### config.mk
export PLATFORM = sky130hd
export DESIGN_NAME = pipe_hazard_ctrl
export DESIGN_NICKNAME = d
export VERILOG_FILES = /design/src/rtl/pipe_hazard_ctrl.sv
export SDC_FILE = /design/constraint.sdc
export NUM_CORES = 1
export LEC_CHECK = 0
export CAP_MARGIN = 10
export CELL_PAD_IN_SITES_DETAIL_PLACEMENT = 1
export CELL_PAD_IN_SITES_GLOBAL_PLACEMENT = 1
export CORE_UTILIZATION = 37
export CTS_CLUSTER_SIZE = 14
export DETAILED_ROUTE_END_ITERATION = 8
export PLACE_DENSITY = 0.82
export SETUP_SLACK_MARGIN = 0.4
export SLEW_MARGIN = 20
export SYNTH_ARGS = -nofsm -noshare
export SYNTH_HDL_FRONTEND = slang
export SYNTH_SLANG_ARGS = --single-unit
### constraint.sdc
create_clock -name clk_i -period 3.5 [get_ports clk_i]
set_clock_uncertainty 0.1 [all_clocks]
set_input_delay 0.875 -clock clk_i [delete_from_list [all_inputs] [get_ports clk_i]]
set_output_delay 0.875 -clock clk_i [all_outputs]
set_load 0.05 [all_outputs]
### src/rtl/pipe_hazard_ctrl.sv
// -----------------------------------------------------------------------------
// pipe_hazard_ctrl
//
// Issue sequencer for a 5-stage in-order pipeline without forwarding. Each
// cycle it decides whether the instruction sitting in ID moves into ID/EX or
// whether a bubble goes into EX instead.
//
// Three things can stop or redirect issue:
//   - a RAW hazard against an older writer still in EX or MEM (and in WB when
//     the register file has no write-before-read bypass),
//   - a multi-cycle ALU op occupying EX,
//   - a taken branch resolved in EX, which flushes IF/ID and squashes ID.
//
// It keeps its own three-slot tag scoreboard (EX/MEM/WB). Each slot holds a
// valid bit, a write-enable bit and a destination register number. The
// scoreboard therefore does not depend on any datapath pipeline registers.
//
// Ports
//   clk_i              rising-edge clock
//   rst_i              synchronous reset, active-high
//   id_valid_i         ID stage holds a real instruction
//   id_rs1_i/id_rs2_i  source register numbers
//   id_use_rs1_i/2_i   instruction reads rs1 / rs2
//   id_rd_i            destination register number
//   id_wr_i            instruction writes rd
//   id_multi_i         instruction is a multi-cycle ALU op
//   ex_branch_taken_i  instruction in EX resolved a taken branch
//   pc_en_o            PC advances or loads
//   ifid_en_o          IF/ID register loads
//   ifid_flush_o       IF/ID register clears to NOP
//   idex_en_o          ID/EX register loads
//   idex_bubble_o      ID/EX loads a NOP instead of the ID contents
//   ctrl_state_o       0 = RUN, 1 = MULTI
//   stall_count_o      saturating count of cycles with pc_en_o = 0
//
// FSM
//   state | meaning
//   RUN   | normal issue; hazard, branch-flush and issue decisions made here
//   MULTI | multi-cycle op held in EX; front end frozen, older ops drain
// -----------------------------------------------------------------------------
module pipe_hazard_ctrl #(
  parameter int REG_AW       = 4,
  parameter int MULTI_CYCLES = 4,
  parameter bit WB_BYPASS    = 1'b1,
  parameter int CNT_W        = 16
) (
  input  logic              clk_i,
  input  logic              rst_i,
  input  logic              id_valid_i,
  input  logic [REG_AW-1:0] id_rs1_i,
  input  logic [REG_AW-1:0] id_rs2_i,
  input  logic              id_use_rs1_i,
  input  logic              id_use_rs2_i,
  input  logic [REG_AW-1:0] id_rd_i,
  input  logic              id_wr_i,
  input  logic              id_multi_i,
  input  logic              ex_branch_taken_i,
  output logic              pc_en_o,
  output logic              ifid_en_o,
  output logic              ifid_flush_o,
  output logic              idex_en_o,
  output logic              idex_bubble_o,
  output logic              ctrl_state_o,
  output logic [CNT_W-1:0]  stall_count_o
);

  localparam logic [0:0] ST_RUN   = 1'b0;
  localparam logic [0:0] ST_MULTI = 1'b1;

  // The first MULTI cycle is loaded with MULTI_CYCLES-1 and the counter
  // leaves MULTI at 1. The op's issue cycle plus the MULTI cycles therefore
  // give EX occupancy of exactly MULTI_CYCLES.
  localparam int              MC_W     = (MULTI_CYCLES > 2) ? $clog2(MULTI_CYCLES) : 1;
  localparam logic [MC_W-1:0] MC_INIT  = MC_W'(MULTI_CYCLES - 1);
  localparam bit              MULTI_EN = (MULTI_CYCLES > 1);

  typedef struct packed {
    logic              vld;
    logic              wr;
    logic [REG_AW-1:0] rd;
  } slot_t;

  logic [0:0]       state_q, state_d;
  logic [MC_W-1:0]  cnt_q, cnt_d;
  slot_t            ex_q, ex_d;
  slot_t            mem_q, mem_d;
  slot_t            wb_q, wb_d;
  logic [CNT_W-1:0] stall_count_q;

  logic hit_rs1;
  logic hit_rs2;
  logic hazard;

  logic pc_en_c;
  logic ifid_en_c;
  logic ifid_flush_c;
  logic idex_en_c;
  logic idex_bubble_c;

  function automatic logic slot_hit(input slot_t s, input logic [REG_AW-1:0] r);
    return s.vld && s.wr && (s.rd == r);
  endfunction

  // ---------------------------------------------------------------------------
  // RAW hazard detect. Register 0 is hard-wired, so it never hazards.
  // ---------------------------------------------------------------------------
  always_comb begin
    hit_rs1 = (id_rs1_i != '0) &&
              (slot_hit(ex_q, id_rs1_i) || slot_hit(mem_q, id_rs1_i) ||
               (!WB_BYPASS && slot_hit(wb_q, id_rs1_i)));
    hit_rs2 = (id_rs2_i != '0) &&
              (slot_hit(ex_q, id_rs2_i) || slot_hit(mem_q, id_rs2_i) ||
               (!WB_BYPASS && slot_hit(wb_q, id_rs2_i)));
    hazard  = id_valid_i && ((id_use_rs1_i && hit_rs1) || (id_use_rs2_i && hit_rs2));
  end

  // ---------------------------------------------------------------------------
  // Pipeline control and next-state / scoreboard update
  // ---------------------------------------------------------------------------
  always_comb begin
    pc_en_c       = 1'b0;
    ifid_en_c     = 1'b0;
    ifid_flush_c  = 1'b0;
    idex_en_c     = 1'b0;
    idex_bubble_c = 1'b0;
    state_d       = state_q;
    cnt_d         = cnt_q;
    ex_d          = ex_q;
    mem_d         = mem_q;
    wb_d          = wb_q;

    case (state_q)
      ST_RUN: begin
        wb_d  = mem_q;
        mem_d = ex_q;
        if (ex_branch_taken_i && ex_q.vld) begin
          // A taken branch squashes ID regardless of any hazard it may have.
          pc_en_c       = 1'b1;
          ifid_flush_c  = 1'b1;
          idex_en_c     = 1'b1;
          idex_bubble_c = 1'b1;
          ex_d          = '0;
        end else if (hazard) begin
          // Freeze the front end and push a bubble so older writers drain.
          idex_en_c     = 1'b1;
          idex_bubble_c = 1'b1;
          ex_d          = '0;
        end else begin
          pc_en_c   = 1'b1;
          ifid_en_c = 1'b1;
          idex_en_c = 1'b1;
          ex_d.vld  = id_valid_i;
          ex_d.wr   = id_wr_i;
          ex_d.rd   = id_rd_i;
          if (MULTI_EN && id_valid_i && id_multi_i) begin
            state_d = ST_MULTI;
            cnt_d   = MC_INIT;
          end
        end
      end

      ST_MULTI: begin
        // EX keeps the multi op. MEM receives nothing new while WB still
        // retires whatever was ahead of the op.
        mem_d = '0;
        wb_d  = mem_q;
        cnt_d = cnt_q - MC_W'(1);
        if (cnt_q == MC_W'(1)) begin
          state_d = ST_RUN;
        end
      end

      default: begin
        state_d = ST_RUN;
      end
    endcase
  end

  // ---------------------------------------------------------------------------
  // Registers
  // ---------------------------------------------------------------------------
  always_ff @(posedge clk_i) begin
    if (rst_i) begin
      state_q       <= ST_RUN;
      cnt_q         <= '0;
      ex_q          <= '0;
      mem_q         <= '0;
      wb_q          <= '0;
      stall_count_q <= '0;
    end else begin
      state_q <= state_d;
      cnt_q   <= cnt_d;
      ex_q    <= ex_d;
      mem_q   <= mem_d;
      wb_q    <= wb_d;
      if (!pc_en_c && (stall_count_q != {CNT_W{1'b1}})) begin
        stall_count_q <= stall_count_q + CNT_W'(1);
      end
    end
  end

  // ---------------------------------------------------------------------------
  // Outputs. All strobes are held low for the whole time reset is asserted.
  // ---------------------------------------------------------------------------
  assign pc_en_o       = pc_en_c       & ~rst_i;
  assign ifid_en_o     = ifid_en_c     & ~rst_i;
  assign ifid_flush_o  = ifid_flush_c  & ~rst_i;
  assign idex_en_o     = idex_en_c     & ~rst_i;
  assign idex_bubble_o = idex_bubble_c & ~rst_i;
  assign ctrl_state_o  = state_q[0];
  assign stall_count_o = stall_count_q;

endmodule

[After elaboration in Yosys (flattened, before gate mapping)]
Index checks and enable logic that the tools add are counted.
Cells by class
  $add $sub $neg: 2
  multipliers: 0
  divide/modulo/power cells: 0
  magnitude comparators: 0
  equality and inequality tests: 9
  shift operators: 0
  muxes and demuxes: 23
  bitwise gates (word level): 7
  reductions and logical operators: 21
Operator list (count)
  $add A16 B1 Y16 const B: 1
  $eq A4 B4 Y1: 4
  $ne A16 B16 Y1 const B: 1
  $mux W1: 15
  $logic_and A1 B1 Y1: 14
  $mux W6: 2
  $pmux W6 S2: 1
  $reduce_bool A4 Y1: 2
  $mux W2: 3
  $ne A2 B2 Y1 const B: 3
  $and A1 B1 Y1: 5
  $pmux W2 S2: 1
  $logic_or A1 B1 Y1: 3
  $reduce_and A3 Y1: 1
  $eq A2 B1 Y1 const B: 1
  $not A1 Y1: 2
  $pmux W1 S2: 1
  $sub A2 B1 Y2 const B: 1
  $logic_not A1 Y1: 1
Word-level totals
  flip-flop bits (word level): 31
  latch bits: 0
  memory bits (writable): 0
  memory bits (read-only): 0
  input bits: 20
  output and inout port bits: 22
  word-level logic and storage cells: 71
  memories: 0

[Logic depth before layout (Yosys ltp)]
Gate-level depths: netlist (run 1).
  word-level depth: 12
  mapped depth: 8

[Worst setup path before layout (run 1)]
No wires, ideal clock.
  kind: input-to-output
  from: in id_rs2_i[1]
  to: out idex_bubble_o
  data arrival time: 2.874 ns
  required time: 2.525 ns
  setup slack: -0.349 ns
  stages: 7
  cells stage by stage: xor2_1 nor3_1 nand4_1 a21oi_2 or2_2 a22oi_1 nor3_1
On the way
  word-level cells in the longest chain between the ends: 11
  elaborated cells between the ends (all ways): 14
  classes of those cells: eq/ne: 2; mux: 3; bitwise: 1; reduce/logical: 8
Ends and longest elaborated chain
  start, declared: RTL line 51  | input logic [REG_AW-1:0] id_rs2_i,
  $eq A4 B4 Y1: RTL line 101  | return s.vld && s.wr && (s.rd == r);
  $logic_and A1 B1 Y1: RTL line 101
  $logic_or A1 B1 Y1: RTL line 112  | (slot_hit(ex_q, id_rs2_i) || slot_hit(mem_q, id_rs2_i) ||
  $logic_and A1 B1 Y1 (*): RTL line 111  | hit_rs2 = (id_rs2_i != '0) &&
  $logic_and A1 B1 Y1 (*): RTL line 114  | hazard = id_valid_i && ((id_use_rs1_i && hit_rs1) || (id_use_rs2_i && hit_rs2));
  $logic_or A1 B1 Y1 (*): RTL line 114
  $logic_and A1 B1 Y1 (*): RTL line 114
  $mux W1 (*): RTL line 143  | end else if (hazard) begin
  $mux W1 (*): RTL line 136  | if (ex_branch_taken_i && ex_q.vld) begin
  $mux W1 (*): RTL line 132  | case (state_q)
  $and A1 B1 Y1 (*): RTL line 209  | assign idex_bubble_o = idex_bubble_c & ~rst_i;
  end, declared: RTL line 62  | output logic idex_bubble_o,
Mark *: on every way between the ends. The rest lies on a longest branch, timed or not.

[Final worst setup path (run 1)]
  from: in id_rs1_i[0]
  to: out idex_bubble_o
On the way
  word-level cells in the longest chain between the ends: 11
  elaborated cells between the ends (all ways): 14
  classes of those cells: eq/ne: 2; mux: 3; bitwise: 1; reduce/logical: 8
Ends and longest elaborated chain
  start, declared: RTL line 50  | input logic [REG_AW-1:0] id_rs1_i,
  $eq A4 B4 Y1: RTL line 101
  $logic_and A1 B1 Y1: RTL line 101
  $logic_or A1 B1 Y1: RTL line 109  | (slot_hit(ex_q, id_rs1_i) || slot_hit(mem_q, id_rs1_i) ||
  $logic_and A1 B1 Y1 (*): RTL line 108  | hit_rs1 = (id_rs1_i != '0) &&
  $logic_and A1 B1 Y1 (*): RTL line 114
  $logic_or A1 B1 Y1 (*): RTL line 114
  $logic_and A1 B1 Y1 (*): RTL line 114
  $mux W1 (*): RTL line 143
  $mux W1 (*): RTL line 136
  $mux W1 (*): RTL line 132
  $and A1 B1 Y1 (*): RTL line 209
Marks and branches as above.

==> results of run 1 <==
==> cell families after synthesis <==
family                   share of synthesized area, %
AO/OA/AOI/OAI                                    20.6
XOR/XNOR                                         7.87
multiplexers                                     8.15
adder cells (fa/ha/maj)                          1.41
buffers and inverters                            3.87
flip-flops                                       34.9
AND/OR/NAND/NOR                                  23.3
==> sequential cells by signal, summed over array words and instances (netlist names) <==
name,count
cnt_q,2
stall_count_o,16
ex_q,6
ctrl_state_o,1
mem_q,6
==> area by class of cell <==
class                      instances  area, µm²
multi-input combinational        152       1230
timing repair buffer              59        594
clock buffer                       8        100
fill                             506       1840
sequential                        31        621
tap                               52       65.1
inverter                           7       26.3
==> placed cells by master, fill, tap and decap left out, types with 6 or more instances in the layout <==
master           synthesis  final
and2_1                   8      6
clkbuf_8                 0      7
nand2_1                  8      8
buf_4                    0     19
xor2_1                  12      6
xor2_2                   0      6
nand3_1                  8      8
inv_1                    7      7
nor2b_1                 12     12
mux2_2                   9      9
clkdlybuf4s50_1          0     26
nor2_1                  21     21
nand4_1                  7      7
dfxtp_1                 31     31
==> repair_timing <==
item	in CTS	in global routing
gates resized for setup	43	17
endpoints found under the setup margin	15	5
pin swaps	13	8
endpoints found under the hold margin	0	0
setup buffers	1	3
==> stage by stage <==
stage,cells,utilization [%]
floorplan,199,-
global placement,297,54.1
detailed placement,297,54.1
CTS,306,56.5
global route,309,58.9
finish,309,58.9
==> synthesized netlist by cell type (all sizes together) <==
library cell	instances
a2111oi	6
a211oi	5
a21boi	1
a21o	1
a21oi	7
a221oi	1
a22oi	1
a311oi	1
a31oi	2
a32o	5
a41oi	1
and2	8
and3	4
and4b	1
buf	2
clkbuf	7
dfxtp	31
ha	2
inv	7
mux2	12
mux2i	1
nand2	8
nand2b	3
nand3	8
nand4	7
nor2	21
nor2b	12
nor3	6
o2111ai	1
o21a	1
o21ai	3
o311a	1
o31a	2
o41ai	2
or2	2
xnor2	4
xor2	12
==> per-layer routing <==
metal  vias to the layer above  routed length (µm)
li1                        837                   -
met1                       825                2240
met2                        36                2680
met3                        10                 219
met4                         0                 114
met5                         -                   0
==> report_power, final <==
part | internal [W] | switching (W)
Sequential | 0.000367 | 0.0000173
Combinational | 0.0000796 | 0.0000892
Clock | 0.000179 | 0.000129
Total | 0.000626 | 0.000235
==> worst paths after layout <==
path                            depth (start not counted)         from               end  slack [ns]
worst max-delay path                                    9  id_rs1_i[0]     idex_bubble_o        0.15
worst min-delay path                                    1     cnt_q[1]          cnt_q[1]        0.37
worst max register to register                         10      ex_q[2]  stall_count_o[7]        0.73
worst min register to register                          1     cnt_q[1]          cnt_q[1]        0.37
==> worst register-to-register path: cells and delay by family, from the launching register on <==
kind	cells	cell delay (ns)
AO/OA/AOI/OAI	3	0.73
multiplexers	1	0.36
XOR/XNOR	1	0.19
AND/OR/NAND/NOR	2	0.42
buffers and inverters	3	0.50
flip-flops	1	0.37
==> results.sh, run 1 <==
export IMPL_outcome="complete, but fails checks"
export IMPL_violations="design-rule violations"
export IMPL_cp_max_fo=3
export IMPL_htreeDepth=2
export IMPL_dieArea_mm2=0.00509
export IMPL_portBuffers=41
export IMPL_grt_max_degree=25
export IMPL_met3_usage_pct=4.36
export IMPL_grt_pass1_vias=1661
export IMPL_setup_tns_ns=0
export IMPL_grt_pass1_wl_mm=8.33
export IMPL_die_w_um=71.4
export IMPL_ys_types=42
export IMPL_slew_violations=0
export IMPL_busiest_layer="met2"
export IMPL_ant_nets=0
export IMPL_netlist_area_leader_share_pct=34.9
export IMPL_crit_family="simple AND/OR/NAND/NOR gates"
export IMPL_hold_slack_ns=0.375
export IMPL_cts_tree="yes"
export IMPL_setup_viol=0
export IMPL_rows=24
export IMPL_area_delta_synth_final_pct=48.1
export IMPL_p_leak_nw=1.01
export IMPL_ys_ff_latch=31
export IMPL_startpoint_type="primary input"
export IMPL_max_slew_margin_pct=56.2
export IMPL_required_ns=2.52
export IMPL_finalPower_w=0.000861
export IMPL_hold_viol=0
export IMPL_power_density_mw_per_mm2=326
export IMPL_root_buffer="clkbuf_8"
export IMPL_fin_nets=278
export IMPL_drcViolationCount=5
export IMPL_min_path_type="register to register"
export IMPL_drive_above_1_share_pct=28.0
export IMPL_place_congestion=0.846
export IMPL_rsz0062_at_grt="yes"
export IMPL_period_minus_slack_ns=3.35
export IMPL_worst_slew_pin_transition_ns=0.657
export IMPL_irDropWorstVdd_uv=253
export IMPL_vias=1708
export IMPL_holdBufCountCts=0
export IMPL_ioPinCount=42
export IMPL_core_mm2=0.00447
export IMPL_track_usage_pct=21.2
export IMPL_grtUsageMet2_pct=36.9
export IMPL_clk_latency_ns=0.28
export IMPL_fmax_mhz=298
export IMPL_end_kind="output port"
export IMPL_num_antenna_cells=0
export IMPL_cts_sinks=31
export IMPL_max_stage_delay_ns=0.21
export IMPL_path_buf_inv=2
export IMPL_cts_buffer_depth=2
export IMPL_drtIter0Drc=75
export IMPL_vias_per_cell=5.53
export IMPL_start_util_pct=39.8
export IMPL_synth_area_leader_cell="dfxtp_1"
export IMPL_antenna_found_initial=0
export IMPL_drt_wl_total_mm=5.25
export IMPL_finalCritPeriodShare_pct=95.7
export IMPL_ys_warn_count=0
export IMPL_dr_pass1_iters=6
export IMPL_slowest_stage="a21oi_2"
export IMPL_synth_cells=199
export IMPL_cts_buffers=5
export IMPL_dp_slack_ns=-0.268
export IMPL_netlist_top_cells_area="dfxtp_1 (35%), xor2_1 (5.9%), mux2_2 (5.7%)"
export IMPL_arrival_ns=2.38
export IMPL_clkTransAtPathRegs_ns=0.06
export IMPL_layout_setup_ws_ns=0.150
export IMPL_grt_use_met1_pct=26.1
export IMPL_drt_wirelength_per_cell_um=17.0
export IMPL_synth_area_per_cell_um2=8.95
export IMPL_crit_type="primary input to output port"
export IMPL_final_area_mm2=0.00264
export IMPL_drv_cap=0
export IMPL_ys_seq_area_share_pct=34.9
export IMPL_synth_area_mm2=0.00178
export IMPL_grt_ovfl_total=0
export IMPL_hpwl_mm=3.65
export IMPL_crit_chain="buf_4, xor2_2, nor3_2, nand4_1, a21oi_2, or2_4, a22oi_2, nor3_4, buf_12"
export IMPL_die_height_um=71.4
export IMPL_syn_num_nets=221
export IMPL_placed_area_mm2=0.00242
No activity file was read; power rests on OpenSTA's default activity.
==> inputs of run 2 (changes only) <==
--- a/config.mk
+++ b/config.mk
@@ -5,7 +5,7 @@
 export SDC_FILE = /design/constraint.sdc
 export NUM_CORES = 1
 export LEC_CHECK = 0
-export CAP_MARGIN = 10
+export CAP_MARGIN = 15
 export CELL_PAD_IN_SITES_DETAIL_PLACEMENT = 1
 export CELL_PAD_IN_SITES_GLOBAL_PLACEMENT = 1
 export CORE_UTILIZATION = 37
==> results of run 2 <==
No change in the layout: final DEF, timing and power equal those of run 1.
